[config.mk]
export PLATFORM = sky130hd
export DESIGN_NAME = imem_loader_ctrl
export DESIGN_NICKNAME = d
export VERILOG_FILES = /design/src/rtl/imem_loader_pkg.sv /design/src/rtl/word_packer.sv /design/src/rtl/imem_loader_ctrl.sv
export SDC_FILE = /design/constraint.sdc
export NUM_CORES = 1
export LEC_CHECK = 0
export CAP_MARGIN = 20
export CORE_MARGIN = 10
export CORE_UTILIZATION = 59
export DETAILED_ROUTE_END_ITERATION = 8
export GPL_ROUTABILITY_DRIVEN = 0
export PLACE_DENSITY = 0.95
export SKIP_LAST_GASP = 1
export SLEW_MARGIN = 20
export SYNTH_ARGS = -nofsm -noshare
export SYNTH_HDL_FRONTEND = slang
export SYNTH_SLANG_ARGS = --single-unit
[constraint.sdc]
create_clock -name clk -period 3.88 [get_ports clk]
set_input_delay 0.388 -clock clk [delete_from_list [all_inputs] [get_ports clk]]
set_output_delay 0.388 -clock clk [all_outputs]
set_load 0.02 [all_outputs]
[src/rtl/imem_loader_pkg.sv]
`default_nettype none
// ============================================================================
// Module   : imem_loader_pkg
// Purpose  : Shared types and constants for the instruction-memory loader.
//            state_e   - loader state encoding
//            NOP_WORD  - RV32I "addi x0,x0,0" used to pad unused words
//            HDR_BYTES - length of the little-endian word-count header
// Revision : 1.0 - initial release
// ============================================================================
package imem_loader_pkg;

    typedef enum logic [2:0] {
        IDLE  = 3'd0,
        HDR0  = 3'd1,
        HDR1  = 3'd2,
        DATA  = 3'd3,
        CLEAR = 3'd4,
        DONE  = 3'd5,
        ERR   = 3'd6
    } state_e;

    localparam logic [31:0] NOP_WORD  = 32'h0000_0013;
    localparam int          HDR_BYTES = 2;

endpackage : imem_loader_pkg
`default_nettype wire

[src/rtl/word_packer.sv]
`default_nettype none
// ============================================================================
// Module   : word_packer
// Purpose  : Packs a little-endian byte stream into 32-bit words. The first
//            byte of each group of four lands in bits 7:0. word_valid pulses
//            combinationally with the fourth byte so the caller can register
//            the word on the same edge the byte is accepted.
// Ports    : clk        - clock, rising edge
//            rst        - asynchronous reset, active low
//            clr        - synchronous clear of the byte counter
//            byte_en    - byte_data is consumed this cycle
//            byte_data  - stream byte
//            word_valid - fourth byte of a word is being consumed
//            word       - assembled word, valid with word_valid
// Revision : 1.0 - initial release
// ============================================================================
module word_packer (
    input  logic        clk,
    input  logic        rst,
    input  logic        clr,
    input  logic        byte_en,
    input  logic [7:0]  byte_data,
    output logic        word_valid,
    output logic [31:0] word
);

    logic [1:0]  cnt_q, cnt_d;
    // Only the three earlier bytes need storage; the fourth is taken directly
    // from the input when the word completes.
    logic [23:0] shreg_q, shreg_d;

    always_comb begin
        cnt_d   = cnt_q;
        shreg_d = shreg_q;
        if (clr) begin
            cnt_d = 2'd0;
        end else if (byte_en) begin
            cnt_d   = cnt_q + 2'd1;
            shreg_d = {byte_data, shreg_q[23:8]};
        end
    end

    always_ff @(posedge clk or negedge rst) begin
        if (!rst) begin
            cnt_q   <= 2'd0;
            shreg_q <= 24'd0;
        end else begin
            cnt_q   <= cnt_d;
            shreg_q <= shreg_d;
        end
    end

    assign word_valid = byte_en && (cnt_q == 2'd3);
    assign word       = {byte_data, shreg_q};

endmodule : word_packer
`default_nettype wire

[src/rtl/imem_loader_ctrl.sv]
`default_nettype none
// ============================================================================
// Module   : imem_loader_ctrl
// Purpose  : Loads a program image from a byte stream into instruction memory.
//            Image = 16-bit LE word count N, then N LE 32-bit words. Words
//            above N are filled with NOPs. The core is held in reset (and
//            fetch stalled) for the whole load and released once done.
// Ports    : clk, rst (async, active low)
//            start_load                      - begin a load (IDLE/DONE/ERR)
//            byte_valid, byte_data, byte_ready - byte stream handshake
//            imem_we, imem_waddr, imem_wdata - instruction memory write port
//            core_rst, StallF                - core hold / fetch stall
//            busy, done, err                 - load status
// Revision : 1.0 - initial release
// ============================================================================
module imem_loader_ctrl #(
    parameter int WordQuantity = 256,
    parameter int BitSize      = 8
) (
    input  logic               clk,
    input  logic               rst,
    input  logic               start_load,
    input  logic               byte_valid,
    input  logic [7:0]         byte_data,
    output logic               byte_ready,
    output logic               imem_we,
    output logic [BitSize-1:0] imem_waddr,
    output logic [31:0]        imem_wdata,
    output logic               core_rst,
    output logic               StallF,
    output logic               busy,
    output logic               done,
    output logic               err
);
    import imem_loader_pkg::*;

    localparam int                 NW       = 8 * HDR_BYTES;
    // One spare bit so a count of WordQuantity is representable.
    localparam logic [NW:0]        WQ_EXT   = (NW+1)'(WordQuantity);
    localparam logic [BitSize:0]   LAST_IDX = (BitSize+1)'(WordQuantity - 1);

    state_e             state_q, state_d;
    logic [BitSize:0]   widx_q, widx_d;
    logic [NW-1:0]      n_q, n_d;
    logic               imem_we_q, imem_we_d;
    logic [BitSize-1:0] imem_waddr_q, imem_waddr_d;
    logic [31:0]        imem_wdata_q, imem_wdata_d;
    logic               core_rst_q, core_rst_d;
    logic               busy_q, busy_d;
    logic               done_q, done_d;
    logic               err_q, err_d;

    logic               byte_fire;
    logic               start_acc;
    logic               word_valid;
    logic [31:0]        packed_word;
    logic [NW-1:0]      n_shift;
    logic [BitSize:0]   widx_inc;

    // Ready drops in DATA for the cycle a finished word is on the write port.
    assign byte_ready = (state_q == HDR0) || (state_q == HDR1) ||
                        ((state_q == DATA) && !imem_we_q);
    assign byte_fire  = byte_valid && byte_ready;

    // Header bytes arrive low byte first; shifting in from the top leaves the
    // full count right-aligned after the last header byte.
    assign n_shift  = {byte_data, n_q[NW-1:8]};
    assign widx_inc = widx_q + 1'b1;

    word_packer u_packer (
        .clk        (clk),
        .rst        (rst),
        .clr        (start_acc),
        .byte_en    (byte_fire && (state_q == DATA)),
        .byte_data  (byte_data),
        .word_valid (word_valid),
        .word       (packed_word)
    );

    always_comb begin
        state_d      = state_q;
        widx_d       = widx_q;
        n_d          = n_q;
        imem_we_d    = 1'b0;
        imem_waddr_d = imem_waddr_q;
        imem_wdata_d = imem_wdata_q;
        core_rst_d   = core_rst_q;
        done_d       = done_q;
        err_d        = err_q;
        start_acc    = 1'b0;

        case (state_q)
            IDLE, DONE, ERR: begin
                // Release lags the final write by one cycle.
                if (state_q == DONE) begin
                    core_rst_d = 1'b0;
                    done_d     = 1'b1;
                end
                if (start_load) begin
                    state_d    = HDR0;
                    widx_d     = '0;
                    core_rst_d = 1'b1;
                    done_d     = 1'b0;
                    err_d      = 1'b0;
                    start_acc  = 1'b1;
                end
            end
            HDR0: begin
                if (byte_fire) begin
                    n_d     = n_shift;
                    state_d = HDR1;
                end
            end
            HDR1: begin
                if (byte_fire) begin
                    n_d = n_shift;
                    if ({1'b0, n_shift} > WQ_EXT) begin
                        state_d = ERR;
                        err_d   = 1'b1;
                    end else if (n_shift == '0) begin
                        state_d = CLEAR;
                    end else begin
                        state_d = DATA;
                    end
                end
            end
            DATA: begin
                if (word_valid) begin
                    imem_we_d    = 1'b1;
                    imem_waddr_d = widx_q[BitSize-1:0];
                    imem_wdata_d = packed_word;
                    widx_d       = widx_inc;
                    if (NW'(widx_inc) == n_q) begin
                        state_d = ({1'b0, n_q} < WQ_EXT) ? CLEAR : DONE;
                    end
                end
            end
            CLEAR: begin
                imem_we_d    = 1'b1;
                imem_waddr_d = widx_q[BitSize-1:0];
                imem_wdata_d = NOP_WORD;
                widx_d       = widx_inc;
                if (widx_q == LAST_IDX) begin
                    state_d = DONE;
                end
            end
            default: begin
                state_d = IDLE;
            end
        endcase

        busy_d = (state_d == HDR0) || (state_d == HDR1) ||
                 (state_d == DATA) || (state_d == CLEAR);
    end

    always_ff @(posedge clk or negedge rst) begin
        if (!rst) begin
            state_q      <= IDLE;
            widx_q       <= '0;
            n_q          <= '0;
            imem_we_q    <= 1'b0;
            imem_waddr_q <= '0;
            imem_wdata_q <= 32'd0;
            core_rst_q   <= 1'b0;
            busy_q       <= 1'b0;
            done_q       <= 1'b0;
            err_q        <= 1'b0;
        end else begin
            state_q      <= state_d;
            widx_q       <= widx_d;
            n_q          <= n_d;
            imem_we_q    <= imem_we_d;
            imem_waddr_q <= imem_waddr_d;
            imem_wdata_q <= imem_wdata_d;
            core_rst_q   <= core_rst_d;
            busy_q       <= busy_d;
            done_q       <= done_d;
            err_q        <= err_d;
        end
    end

    assign imem_we    = imem_we_q;
    assign imem_waddr = imem_waddr_q;
    assign imem_wdata = imem_wdata_q;
    assign core_rst   = core_rst_q;
    assign StallF     = core_rst_q;
    assign busy       = busy_q;
    assign done       = done_q;
    assign err        = err_q;

endmodule : imem_loader_ctrl
`default_nettype wire

==> metrics.yaml <==
cp.required_ns: 4.13
r2r-end: "busy"
p_leak_uw: 0.00230
vias: 3313
synthTopCellsByArea: "dfrtp_1 56%, mux2_2 10%, nand2_1 8.9%"
status: "finished clean"
numCtsBuffers: 9
area_delta_synth_final_pct: 18.0
die_area_um2: 11300
die_width_um: 106
cp-start-kind: "flip-flop"
crit_path_end_kind: "flip-flop"
setup.worst_path.class: "reg -> reg"
viasPerCell: 5.71
yosys_warnings: 0
final_util_pct: 71.6
seq_area_frac_synth_pct: 56.3
ant_nets: 0
firstDrtPassIters: 4
relSlewSlack_pct: 27.1
synthCells: 430
critPathTopFamily: "simple AND/OR/NAND/NOR gates"
cp_max_fo: 7
wl_per_cell_um: 17.2
grt_setup_unrepaired: "no"
drc_errors: 0
cp.depth: 10
top_level_ports: 59
crit_buf_inv: 0
reg2regPathDepth: 10
ys_seq_elements: 99
holdWs_ns: 0.105
critPathArrivalTime_ns: 2.95
rrSetupSlack_ns: 1.17
grt_use_total_pct: 18.4
ys_async_sr_fraction_pct: 100
start_util_pct: 60.6
ys.flop_type: "dfrtp_1"
fillCellCount: 496
antenna_cells: 0
synth_top_cell_area_share_pct: 56.3
worstPathCellList: "ha_1 > and3_1 > nand2_1 > nor2_1 > ha_1 > xnor2_1 > nor4_1 > nand4_1 > a2111oi_4 > a211oi_1"
cts_hold_buf: 0
drv_cap: 0
avgSynthCellArea_um2: 10.2
endpoint: "busy"
worstSetupStartpoint: "widx_q[0]"
die_h_um: 106
setup_tns_ns: 0
clk_pin_slew_worst_paths_ns: 0.10
portBuffers: 58
yosys.cell_types.count: 44
worst_slack_ns: 1.17
worst_hold_path_type: "in -> async"
wl_um: 9970
syn-num-nets: 445
finalClockSkew_ns: 0.0103
mostFrequentLayoutCell: "nand2_1"
grt_pass1_vias: 3386
cts_tree: "done"
grt_max_degree: 69
hold_violations: 0
setup_viol: 0
final.min_clock_period_ns: 2.71
cts_setup_buffers: 0
clockBufferDepth: 2
final_nets: 491
syn_area_um2: 4400
post-place-ws_ns: 1.25
drt-initial-drc-count: 174
grt_pass1_wl_um: 17000
rows: 31
cts-root-buf: "clkbuf_8"
vdd_drop_max_mv: 0.413
critical-path-max-stage-delay_ns: 0.46
ctsHtreeMaxLevel: 3
powerDensity_nw_per_um2: 806
crit_slowest_cell: "dfrtp_1"
coreArea_um2: 7250
grt.overflow.total: 0
final_cell_mix: "104 x nand2_1, 99 x dfrtp_1, 57 x o21ai_0, 57 x clkdlybuf4s50_1, 40 x mux2_2"
slew_viol_final: 0
antenna_found_initial: 0
clkLatencyLatePin_ns: 0.37
cts_resized: 0
layout-drive-gt1-share_pct: 13.3
yosys.area.top_type: "dfrtp_1"
worst_pin_slew_ns: 1.09
synth_edf_count: 0
cp_common_cell: "ha_1"
clock-sinks: 99
hpwlAfterDp_um: 7050
reg2reg_from: "widx_q[0]"
fin_crit_sh_pct: 69.8
fmax_mhz: 369
cell usage after synthesis (2+ instances only):
master    instances
nand2_1         104
dfrtp_1          99
o21ai_0          57
mux2_2           40
clkbuf_1         20
nor2_1           19
a21oi_1          10
nand3_1           6
xnor2_1           6
xor2_1            6
nor3_1            5
inv_1             4
nand2b_1          4
and3_1            3
buf_1             3
ha_1              3
nor2b_1           3
nor3b_1           3
nor4_1            3
or4_1             3
a211oi_1          2
buf_4             2
nand3b_1          2
o21bai_1          2
o31ai_1           2
cell families (layout without fill, tap and decap cells):
family                   after synthesis  in the layout  share of synthesized area, %
AND/OR/NAND/NOR                      161            161                          16.0
multiplexers                          41             41                          10.5
flip-flops                            99             99                          56.3
adder cells (fa/ha/maj)                3              3                         0.854
AO/OA/AOI/OAI                         84             84                          11.1
XOR/XNOR                              12             12                          2.39
buffers and inverters                 30             81                          2.90
metrics by stage:
stage	total power (uW)	instances	cell area (um2)
after floorplan	2890	430	4400
after CTS	4200	580	5190
after detailed placement	3610	564	5020
after global routing	4460	580	5190
final	4180	580	5190
after global placement	3480	564	5020
where the power goes:
part           total (uW)  switching, uW  internal, uW
logic                1760            915           843
registers            1830            373          1460
clock network         590            353           237
worst min-delay path by stage:
stage,startpoint,end,slack (ns),depth (start not counted)
floorplan,rst,StallF,0.09,0
global placement,imem_waddr[3],imem_waddr[3],0.45,2
detailed placement,imem_waddr[1],imem_waddr[1],0.46,2
CTS,rst,imem_wdata[31],0.14,1
global route,rst,imem_wdata[31],0.17,1
finish,rst,imem_wdata[31],0.10,1
sequential cells by signal, summed over array words and instances (netlist names):
| name | count |
|---|---|
| imem_wdata | 32 |
| u_packer.shreg_q | 24 |
| n_q | 16 |
| widx_q | 9 |
| imem_waddr | 8 |
| state_q | 3 |
| u_packer.cnt_q | 2 |
| StallF | 1 |
| busy | 1 |
| done | 1 |
| err | 1 |
| imem_we | 1 |
metal layers:
metal | GRT usage [%] | share of wire (%)
met1 | 22.6 | 42
met2 | 29.9 | 50
met3 | 4.11 | 6.2
met4 | 8.99 | 2.4
met5 | 0 | 0
cell type report:
class	instances	area (um2)	area share, %
Sequential cell	99	2480	47.7
Multi-Input combinational cell	301	1800	34.8
Timing Repair Buffer	61	601	11.6
Clock buffer	11	131	2.53
Tap cell	99	124	2.39
Clock inverter	5	37.5	0.723
Inverter	4	15.0	0.289
Note: power is estimated with default switching activity, not from simulation.
